--- src/rtl/hazard_controller.sv ---
// Pipeline hazard control for the 5-stage RV32 core: operand forwarding,
// stall/flush generation, mul/div sequencing and stall/redirect counters.
module hazard_controller #(
  parameter int MD_LATENCY = 4,
  parameter int CNT_W      = 32
) (
  input  logic             clk,
  input  logic             rst_n,
  input  logic [4:0]       Rs1D,
  input  logic [4:0]       Rs2D,
  input  logic [4:0]       Rs1E,
  input  logic [4:0]       Rs2E,
  input  logic [4:0]       RdE,
  input  logic [1:0]       ResultSrcE,
  input  logic             MDOpE,
  input  logic             PCSrcE,
  input  logic [4:0]       RdM,
  input  logic             RegWriteM,
  input  logic             MemReqM,
  input  logic             MemReadyM,
  input  logic [4:0]       RdW,
  input  logic             RegWriteW,
  output logic             StallF,
  output logic             StallD,
  output logic             StallE,
  output logic             StallM,
  output logic             FlushD,
  output logic             FlushE,
  output logic             FlushM,
  output logic             FlushW,
  output logic [1:0]       ForwardAE,
  output logic [1:0]       ForwardBE,
  output logic [CNT_W-1:0] StallCycles,
  output logic [CNT_W-1:0] RedirectCount
);

  localparam int               MD_CW    = (MD_LATENCY > 2) ? $clog2(MD_LATENCY) : 1;
  localparam logic             MD_MULTI = (MD_LATENCY > 1);
  localparam logic [MD_CW-1:0] MD_LOAD  = MD_CW'((MD_LATENCY > 1) ? MD_LATENCY - 2 : 0);
  localparam logic [CNT_W-1:0] CNT_MAX  = '1;

  typedef enum logic {
    MD_RUN,
    MD_BUSY
  } md_state_t;

  md_state_t        state_q, state_d;
  logic [MD_CW-1:0] cnt_q, cnt_d;
  logic [CNT_W-1:0] stall_cycles_q, stall_cycles_d;
  logic [CNT_W-1:0] redirect_count_q, redirect_count_d;

  logic       lw_hazard;
  logic       mem_stall;
  logic       md_stall;
  logic       stall_fd;
  logic       flush_d_raw;
  logic [1:0] fwd_a;
  logic [1:0] fwd_b;

  // Memory-stage result is younger than Writeback, so it wins when both match.
  function automatic logic [1:0] fwd_sel(
    input logic [4:0] rs,
    input logic [4:0] rd_m,
    input logic       we_m,
    input logic [4:0] rd_w,
    input logic       we_w
  );
    logic [1:0] sel;
    sel = 2'b00;
    if (we_m && (rd_m != 5'd0) && (rd_m == rs)) begin
      sel = 2'b10;
    end else if (we_w && (rd_w != 5'd0) && (rd_w == rs)) begin
      sel = 2'b01;
    end
    return sel;
  endfunction

  always_comb begin
    fwd_a     = fwd_sel(Rs1E, RdM, RegWriteM, RdW, RegWriteW);
    fwd_b     = fwd_sel(Rs2E, RdM, RegWriteM, RdW, RegWriteW);
    lw_hazard = (ResultSrcE == 2'b01) && (RdE != 5'd0) &&
                ((RdE == Rs1D) || (RdE == Rs2D));
    mem_stall = MemReqM && !MemReadyM;
    md_stall  = ((state_q == MD_RUN) && MDOpE && MD_MULTI) ||
                ((state_q == MD_BUSY) && (cnt_q != '0));
  end

  // Sequencer freezes while memory stalls, since Execute cannot advance then.
  always_comb begin
    state_d = state_q;
    cnt_d   = cnt_q;
    if (!mem_stall) begin
      case (state_q)
        MD_RUN: begin
          if (MDOpE && MD_MULTI) begin
            state_d = MD_BUSY;
            cnt_d   = MD_LOAD;
          end
        end
        MD_BUSY: begin
          if (cnt_q == '0) begin
            state_d = MD_RUN;
          end else begin
            cnt_d = cnt_q - MD_CW'(1);
          end
        end
        default: begin
          state_d = MD_RUN;
          cnt_d   = '0;
        end
      endcase
    end
  end

  // A taken redirect beats load-use so the new PC is fetched rather than held.
  always_comb begin
    stall_fd    = mem_stall | md_stall | (lw_hazard & !PCSrcE);
    flush_d_raw = PCSrcE & !mem_stall & !md_stall;

    StallF    = 1'b0;
    StallD    = 1'b0;
    StallE    = 1'b0;
    StallM    = 1'b0;
    FlushD    = 1'b1;
    FlushE    = 1'b1;
    FlushM    = 1'b1;
    FlushW    = 1'b1;
    ForwardAE = 2'b00;
    ForwardBE = 2'b00;
    if (rst_n) begin
      StallF    = stall_fd;
      StallD    = stall_fd;
      StallE    = mem_stall | md_stall;
      StallM    = mem_stall;
      FlushD    = flush_d_raw;
      FlushE    = (PCSrcE | lw_hazard) & !mem_stall & !md_stall;
      FlushM    = md_stall & !mem_stall;
      FlushW    = mem_stall;
      ForwardAE = fwd_a;
      ForwardBE = fwd_b;
    end
  end

  always_comb begin
    stall_cycles_d   = stall_cycles_q;
    redirect_count_d = redirect_count_q;
    if (stall_fd && (stall_cycles_q != CNT_MAX)) begin
      stall_cycles_d = stall_cycles_q + CNT_W'(1);
    end
    if (flush_d_raw && (redirect_count_q != CNT_MAX)) begin
      redirect_count_d = redirect_count_q + CNT_W'(1);
    end
  end

  always_ff @(posedge clk) begin
    if (!rst_n) begin
      state_q          <= MD_RUN;
      cnt_q            <= '0;
      stall_cycles_q   <= '0;
      redirect_count_q <= '0;
    end else begin
      state_q          <= state_d;
      cnt_q            <= cnt_d;
      stall_cycles_q   <= stall_cycles_d;
      redirect_count_q <= redirect_count_d;
    end
  end

  assign StallCycles   = stall_cycles_q;
  assign RedirectCount = redirect_count_q;

endmodule

--- config.mk ---
export PLATFORM = sky130hd
export DESIGN_NAME = hazard_controller
export DESIGN_NICKNAME = d
export VERILOG_FILES = /design/src/rtl/hazard_controller.sv
export SDC_FILE = /design/constraint.sdc
export NUM_CORES = 1
export LEC_CHECK = 0
export CAP_MARGIN = 20
export CORE_UTILIZATION = 48
export CTS_CLUSTER_DIAMETER = 200
export DETAILED_ROUTE_END_ITERATION = 10
export PLACE_DENSITY_LB_ADDON = 0.05
export SLEW_MARGIN = 10
export SYNTH_ARGS = -nofsm -noshare
export SYNTH_HDL_FRONTEND = slang
export SYNTH_SLANG_ARGS = --single-unit
--- constraint.sdc ---
create_clock -name clk -period 2.29 [get_ports clk]
set_input_delay 0.229 -clock clk [delete_from_list [all_inputs] [get_ports clk]]
set_output_delay 0.229 -clock clk [all_outputs]
set_load 0.02 [all_outputs]
==> results of run 1 <==
kinds of logic (layout without fill, tap and decap cells):
| group | after synthesis | in the layout | share of synthesized area |
|---|---|---|---|
| AO/OA/AOI/OAI | 81 | 81 | 0.156 |
| XOR/XNOR | 61 | 61 | 0.134 |
| multiplexers | 3 | 3 | 0.00755 |
| buffers and inverters | 22 | 192 | 0.0293 |
| AND/OR/NAND/NOR | 223 | 223 | 0.326 |
| flip-flops | 67 | 67 | 0.337 |
| adder cells (fa/ha/maj) | 3 | 3 | 0.00944 |
per-layer routing:
metal	vias to the layer above	wire length (um)
met4	0	228
met1	1893	4530
met2	119	5470
met3	21	574
li1	2043	-
met5	-	0
state kept, by name, indices dropped and copies added, names as in the netlist:
signal / cells
state_q: 1
RedirectCount: 32
StallCycles: 32
cnt_q: 2
power by group through the flow:
stage          Sequential (uW)  Combinational [uW]  Clock (uW)
2_1_floorplan             1230                 204           0
4_1_cts                   1190                 452        1140
3_3_place_gp              1210                 443           0
3_5_place_dp              1210                 451           0
6_report                  1190                 453        1120
5_1_grt                   1190                 490        1190
worst max-delay path, stage by stage:
cell,delay (ns)
clkdlybuf4s50_1,0.43
buf_4,0.15
xnor2_1,0.19
nand3_1,0.11
nor4_2,0.37
and2_1,0.20
dlygate4sd2_1,0.34
metrics by stage:
step	area, um^2	worst slack [ns]
finish	5820	0.0399
global placement	5590	-0.345
detailed placement	5590	-0.449
CTS	5820	0.00839
floorplan	3980	0.215
global route	5820	-0.0334
timing repair:
item	CTS	global route
endpoints found under the setup margin	8	13
gates resized for setup	19	13
endpoints found under the hold margin	0	0
pin swaps	0	1
placed cells by master (no fill, tap or decap), types with 4 or more instances in the layout:
cell type        netlist  layout
nand4_1               21      21
nor4_2                 3       6
or4_1                 11      11
o31ai_1                7       7
nand2_1               32      32
o21a_1                16      16
xnor2_1               26      26
and3_1                10      10
clkdlybuf4s50_1        0     110
inv_1                  8       8
nor2_1                43      43
clkbuf_8               0       9
nor4_1                13      10
a21oi_1               21      21
and4_1                 7       7
nor3_1                11      11
and2_1                 5       5
buf_4                  1      46
o211ai_1               4       4
xor2_1                35      35
o21ai_0               13      12
nand4_2                4       4
dfxtp_1               67      67
or3_1                 12      12
nand3_1               35      35
final cells by class:
| class | count | area (um^2) | area share |
|---|---|---|---|
| inverter | 9 | 33.8 | 0.00580 |
| multi-input combinational | 371 | 2550 | 0.438 |
| timing repair buffer | 167 | 1540 | 0.265 |
| clock buffer | 9 | 124 | 0.0213 |
| clock inverter | 7 | 98.8 | 0.0170 |
| tap | 102 | 128 | 0.0219 |
| sequential | 67 | 1340 | 0.230 |
final timing paths:
| kind | endpoint | slack (ns) | startpoint |
|---|---|---|---|
| max | ForwardBE[1] | 0.04 | RdM[2] |
| min | StallCycles[27] | 0.49 | StallCycles[27] |
| max reg2reg | StallCycles[23] | 0.20 | cnt_q[0] |
| min reg2reg | StallCycles[27] | 0.49 | StallCycles[27] |
cell usage after synthesis, types with 5 or more instances:
library cell / count / area, um^2
dfxtp_1: 67 / 1340
nor2_1: 43 / 161
nand3_1: 35 / 175
xor2_1: 35 / 307
nand2_1: 32 / 120
xnor2_1: 26 / 228
a21oi_1: 21 / 105
nand4_1: 21 / 131
o21a_1: 16 / 120
nor4_1: 13 / 81.3
o21ai_0: 13 / 65.1
or3_1: 12 / 75.1
nor3_1: 11 / 55.1
or4_1: 11 / 82.6
and3_1: 10 / 62.6
inv_1: 8 / 30.0
and4_1: 7 / 61.3
o31ai_1: 7 / 52.6
clkbuf_1: 6 / 22.5
and2_1: 5 / 31.3
==> results_dict.tcl, run 1 <==
set metrics [dict create \
    outcome "complete, no violations" \
    stdcell_count 732 \
    power_uw 2760 \
    syn_area_um2 3980 \
    rsz0062_at_grt "true" \
    max-slew-margin-rel 0.579 \
    ys.flop_type "dfxtp_1" \
    drt_iter0_markers 103 \
    cp.arrival_ns 2.02 \
    pin_count 121 \
    vias_per_cell 5.57 \
    worstHoldPathCells 2 \
    die-area_um2 8650 \
    grt_max_degree 32 \
    switching_share 0.266 \
    io_buffers 120 \
    clk_latency_ns 0.35 \
    ir_worst_vdd_mv 0.285 \
    rows 32 \
    fin_util 0.738 \
    antenna_found_initial 0 \
    grt_pass1_wl_mm 18.0 \
    p_int_uw 2030 \
    power.leakage_uw 0.00204 \
    drt_pass1_iterations 4 \
    setup_tns_ns 0 \
    grtUsageMet1 0.298 \
    synth_area_per_cell_um2 8.64 \
    timing.hold.ws_ns 0.490 \
    required_ns 2.06 \
    async_flop_share 0 \
    wl_per_cell_um 14.8 \
    initial_core_util 0.504 \
    cts_tree "done" \
    drv_slew 0 \
    drc 0 \
    hold_path.class "flop to flop" \
    p_seq_frac 0.430 \
    vias 4076 \
    groute.usage.overall 0.257 \
    area_delta_synth_final_pct 46.4 \
    crit_type "input pin to primary output" \
    die_x_um 93.0 \
    max_freq_mhz 444 \
    fin_crit_sh 0.983 \
    dieHeight_um 93.0 \
    crit_fanout 2 \
    drive_gt1_frac 0.162 \
    dp_cells 716 \
    coreArea_um2 7890 \
    synth_edf_count 0 \
    synth_nets 508 \
    clock_sinks 67 \
    synthCells 460 \
    num_antenna_cells 0 \
    hpwl_mm 8.19 \
    final.setup_skew_ns 0.0112 \
    grt_most_used_layer "met2" \
    grtUsageMet3 0.0407 \
    ys_warn_count 0 \
    crit_path_end_kind "primary output" \
    fin_crit_ns 2.25 \
    ys_seq_area_frac 0.337 \
    max_slew.worst_pin.slew_ns 0.629 \
    power_density_nw_per_um2 475 \
    clk_pin_slew_worst_paths_ns 0.08 \
    setup-violations-final 0 \
    cts_setup_buffers 0 \
    cts-buffers-inserted 9 \
    cp-start-kind "input pin" \
    overflow 0 \
    place.gp.congestion 0.895 \
    num-fill-cells 628 \
    p_clk_frac 0.406 \
    cts-root-buf "clkbuf_8" \
    final_nets 673 \
    grt_use_met2 0.468 \
    ys_seq_elements 67 \
    reg2reg_depth 9 \
    p_comb_frac 0.164 \
    clockBufferDepth 2 \
    timing_hold_violations_final 0 \
    first_global_vias 3928 \
    ant_nets 0 \
    yosys.cell_types.count 57 \
    cap_violations 0 \
    cts_hold_buf 0 \
    drt-total-wl_mm 10.8 \
    htree_levels 3 \
    p_switching_uw 736 \
]
No activity file was read; power rests on OpenSTA's default activity.
==> run 2: changes to the inputs <==
--- a/config.mk
+++ b/config.mk
@@ -6,6 +6,7 @@
 export NUM_CORES = 1
 export LEC_CHECK = 0
 export CAP_MARGIN = 20
+export CORE_MARGIN = 2
 export CORE_UTILIZATION = 48
 export CTS_CLUSTER_DIAMETER = 200
 export DETAILED_ROUTE_END_ITERATION = 10
==> run 2 against run 1 <==
Cell count fell by 0.14%. Final area is 0.34% lower. First-iteration DRC count is 6.8% higher. Worst hold slack better by 0.0079 ns. Global-route usage is 0.87 points lower. Register-to-register slack lost 0.03 ns. Largest power group unchanged.
==> results_dict.tcl, run 2 (synthesis results as in run 1) <==
set metrics [dict create \
    outcome "complete, no violations" \
    crit_path_end_kind "primary output" \
    vias_per_cell 5.58 \
    power.leakage_uw 0.00204 \
    drt-total-wl_mm 11.0 \
    overflow 0 \
    initial_core_util 0.489 \
    setup_tns_ns 0 \
    reg2reg_depth 6 \
    cap_violations 0 \
    antenna_found_initial 0 \
    cts_tree "done" \
    multi_input_area_um2 2540 \
    drive_gt1_frac 0.152 \
    pin_count 121 \
    grt_max_degree 51 \
    reg2reg_slack_ns 0.17 \
    clk_latency_ns 0.35 \
    layout_common_cells "clkdlybuf4s50_1, dfxtp_1, nor2_1" \
    fin_crit_ns 2.20 \
    hold_start "cnt_q[0]" \
    drt_iter0_markers 110 \
    grt_pass1_wl_mm 17.8 \
    clk_pin_slew_worst_paths_ns 0.07 \
    timing_hold_violations_final 0 \
    fin_crit_sh 0.960 \
    place.gp.congestion 0.843 \
    htree_levels 3 \
    io_buffers 120 \
    cts-root-buf "clkbuf_8" \
    required_ns 2.06 \
    max-slew-margin-rel 0.587 \
    final_common_cell "clkdlybuf4s50_1" \
    max_slew.worst_pin.slew_ns 0.617 \
    drt_pass1_iterations 4 \
    wl_per_cell_um 15.0 \
    rows 33 \
    crit_fanout 2 \
    hpwl_mm 8.25 \
    die-area_um2 9030 \
    worstHoldPathCells 2 \
    setup-violations-final 0 \
    power_density_nw_per_um2 472 \
    num-fill-cells 644 \
    final.setup_skew_ns 0.0107 \
    cp.arrival_ns 1.97 \
    fin_util 0.713 \
    groute.usage.overall 0.248 \
    hold_path.class "flop to flop" \
    min_to "cnt_q[0]" \
    crit_path_top_delay_cell "clkdlybuf4s50_1" \
    num_antenna_cells 0 \
    coreArea_um2 8130 \
    clockBufferDepth 2 \
    final_nets 670 \
    first_global_vias 3846 \
    cts-buffers-inserted 9 \
    power_uw 2740 \
    clock_sinks 67 \
    max_stage_delay_ns 0.42 \
    crit_type "input pin to primary output" \
    area_delta_synth_final_pct 45.9 \
    seq_area_um2 1340 \
    drv_slew 0 \
    cp-start-kind "input pin" \
    dieHeight_um 95.0 \
    ir_worst_vdd_mv 0.388 \
    max_freq_mhz 455 \
    die_x_um 95.0 \
    timing.rr.start "StallCycles[6]" \
    ant_nets 0 \
    timing.rr.end "StallCycles[25]" \
    vias 4080 \
    drc 0 \
    cp_cell_sequence "clkdlybuf4s50_1, buf_4, xnor2_1, nand3_1, nor4_1, and2_1, dlygate4sd2_1" \
]
[run 2: through the flow]
step / cells / area [um^2] / setup slack [ns] / hold slack (ns)
6_report: 731 / 5800 / 0.0924 / 0.498
5_1_grt: 731 / 5800 / -0.0338 / 0.539
4_1_cts: 729 / 5780 / 0.00667 / 0.502
3_5_place_dp: 714 / 5570 / -0.427 / 0.490
3_3_place_gp: 714 / 5570 / -0.410 / 0.464
2_1_floorplan: 460 / 3980 / 0.215 / 0.382
[run 2: cell type report]
| class | instances | area share |
|---|---|---|
| Timing Repair Buffer | 164 | 0.266 |
| Inverter | 9 | 0.00582 |
| Multi-Input combinational cell | 371 | 0.438 |
| Sequential cell | 67 | 0.231 |
| Clock inverter | 6 | 0.0155 |
| Tap cell | 105 | 0.0226 |
| Clock buffer | 9 | 0.0214 |
[run 2: report_power, final]
group | internal (uW) | switching [uW] | total [uW]
clock | 611 | 486 | 1100
sequential | 1180 | 14.2 | 1190
combinational | 230 | 217 | 447
total | 2020 | 717 | 2740
[run 2: worst max path at each step]
| stage | startpoint | to | slack [ns] | cells after the start |
|---|---|---|---|---|
| floorplan | RedirectCount[10] | RedirectCount[19] | 0.22 | 6 |
| global placement | RdM[1] | ForwardAE[0] | -0.41 | 6 |
| detailed placement | RdM[2] | ForwardAE[0] | -0.43 | 6 |
| CTS | RdM[2] | ForwardAE[0] | 0.007 | 6 |
| global route | RdM[4] | ForwardAE[1] | -0.03 | 7 |
| finish | RdM[4] | ForwardAE[1] | 0.09 | 7 |
[run 2: metal layers]
layer | share of wire | up-vias | GRT usage
li1 | - | 2034 | -
met1 | 0.43 | 1910 | 0.301
met2 | 0.49 | 114 | 0.440
met3 | 0.052 | 22 | 0.0395
met4 | 0.020 | 0 | 0.0942
met5 | 0 | - | 0
[run 2: timing repair]
action / in CTS / in global routing
pin swaps: 0 / 3
setup buffers: 0 / 2
resized for setup: 15 / 14
setup endpoints to repair: 8 / 12
hold buffers: 0 / 0
[run 2: worst max-delay path: cells and delay by family]
family | cells | cell delay, ns
and+or+nand+nor | 3 | 0.68
xor gates and xnor gates | 1 | 0.16
buffers and inverters | 3 | 0.90
==> run 3: changes to the inputs <==
--- a/config.mk
+++ b/config.mk
@@ -6,8 +6,10 @@
 export NUM_CORES = 1
 export LEC_CHECK = 0
 export CAP_MARGIN = 20
+export CELL_PAD_IN_SITES_DETAIL_PLACEMENT = 1
+export CELL_PAD_IN_SITES_GLOBAL_PLACEMENT = 1
 export CORE_MARGIN = 2
-export CORE_UTILIZATION = 48
+export CORE_UTILIZATION = 35
 export CTS_CLUSTER_DIAMETER = 200
 export DETAILED_ROUTE_END_ITERATION = 10
 export PLACE_DENSITY_LB_ADDON = 0.05
==> run 3 against run 2 <==
The run now ends with negative setup slack left. First-iteration DRC count shrank 14%. Sequential power barely moved. Largest power group is now clock. Count of clock-buffer cells in the layout increased by 2. Total power increased by 12%. Sequential share of layout area shrank 0.84 points. Die area rose by 35%. Via count up 1.9%. Sequential cell count unchanged. Global-route usage fell by 3.4 points.
==> results_dict.tcl, run 3 (synthesis results as in run 1) <==
set metrics [dict create \
    drt_pass1_iterations 4 \
    drt-total-wl_mm 12.9 \
    clk_pin_slew_worst_paths_ns 0.05 \
    clockBufferDepth 2 \
    overflow 0 \
    htree_levels 3 \
    crit_path_end_kind "primary output" \
    die-area_um2 12200 \
    antenna_found_initial 0 \
    wl_per_cell_um 16.5 \
    cp.arrival_ns 2.06 \
    place.gp.congestion 0.855 \
    hold_path.class "flop to flop" \
    io_buffers 120 \
    violations "negative setup slack" \
    layout_setup_ws_ns -0.00224 \
    fin_util 0.548 \
    p_seq_frac 0.389 \
    clock_sinks 67 \
    p_switching_uw 770 \
    vias_per_cell 5.33 \
    crit_fanout 2 \
    drv_slew 0 \
    coreArea_um2 11000 \
    clk_latency_ns 0.34 \
    cts_hold_buf 0 \
    ant_nets 0 \
    grt_max_degree 38 \
    cts-buffers-inserted 9 \
    timing_hold_violations_final 0 \
    max-slew-margin-rel 0.696 \
    setup_tns_ns -0.00224 \
    power.leakage_uw 0.00212 \
    max_slew.worst_pin.slew_ns 0.454 \
    cts_setup_buffers 0 \
    p_int_uw 2290 \
    hpwl_mm 9.85 \
    cap_violations 0 \
    cts_tree "done" \
    num-fill-cells 1312 \
    design_area_um2 6020 \
    power_density_nw_per_um2 508 \
    placedInstanceArea_um2 5730 \
    drt_iter0_markers 95 \
    crit_type "input pin to primary output" \
    max_freq_mhz 436 \
    initial_core_util 0.362 \
    vias 4159 \
    rows 38 \
    drc 0 \
    layout_common_cells "clkdlybuf4s50_1, dfxtp_1, buf_4" \
    cts-root-buf "clkbuf_16" \
    rsz0062_at_grt "true" \
    drive_gt1_frac 0.173 \
    final.setup_skew_ns 0.00440 \
    seq_area_um2 1340 \
    final_common_cell "clkdlybuf4s50_1" \
    fin_crit_sh 1.00 \
    area_delta_synth_final_pct 51.4 \
    die_x_um 111 \
    final_nets 684 \
    pin_count 121 \
    num_antenna_cells 0 \
    ir_worst_vdd_mv 0.457 \
    p_comb_frac 0.154 \
    groute.usage.overall 0.214 \
    dieHeight_um 111 \
    fin_crit_ns 2.29 \
    multi_input_area_um2 2540 \
    outcome "finished, violations left" \
    p_clk_frac 0.457 \
    power_uw 3060 \
    cp-start-kind "input pin" \
    switching_share 0.252 \
    first_global_vias 4333 \
    setup-violations-final 1 \
    grt_pass1_wl_mm 21.5 \
    required_ns 2.06 \
]
run 3: through the flow:
stage	instances	setup WS, ns	hold WS [ns]
after global routing	781	-0.105	0.525
after CTS	781	0.000547	0.506
after detailed placement	765	-0.460	0.493
after floorplan	460	0.215	0.382
final	781	-0.00224	0.498
after global placement	765	-0.359	0.466
run 3: area by class of cell:
type | count | area share
Timing Repair Buffer | 178 | 0.272
Sequential cell | 67 | 0.223
Multi-Input combinational cell | 371 | 0.422
Tap cell | 140 | 0.0291
Clock inverter | 5 | 0.00873
Inverter | 9 | 0.00561
Clock buffer | 11 | 0.0403
run 3: critical path, cell delays in order:
cell and delay (ns):
clkdlybuf4s50_1 0.42, or4_1 0.56, o21ai_2 0.19, nor4_1 0.10
nor4_1 0.34, buf_2 0.23
run 3: repair_timing:
item / 4_1_cts / 5_1_grt
pin swaps: 1 / 1
endpoints found under the setup margin: 9 / 6
gates resized for setup: 23 / 8
run 3: power by group through the flow:
| stage | clock [uW] | combinational [uW] | sequential, uW |
|---|---|---|---|
| 3_5_place_dp | 0 | 477 | 1210 |
| 3_3_place_gp | 0 | 469 | 1210 |
| 4_1_cts | 1430 | 478 | 1190 |
| 6_report | 1400 | 471 | 1190 |
| 2_1_floorplan | 0 | 204 | 1230 |
| 5_1_grt | 1480 | 512 | 1190 |
run 3: final timing paths:
path,startpoint,endpoint,slack (ns),cells past startpoint
max reg2reg,cnt_q[0],StallCycles[25],0.14,9
max,RdM[1],ForwardAE[0],-0.002,6
min,cnt_q[0],cnt_q[0],0.50,2
min reg2reg,cnt_q[0],cnt_q[0],0.50,2
run 3: routing by layer:
| metal | global-route usage | share of wire | vias up |
|---|---|---|---|
| met1 | 0.256 | 0.44 | 1994 |
| met2 | 0.376 | 0.50 | 87 |
| met3 | 0.0521 | 0.041 | 19 |
| li1 | - | - | 2059 |
| met5 | 0 | 0 | - |
| met4 | 0.0717 | 0.020 | 0 |
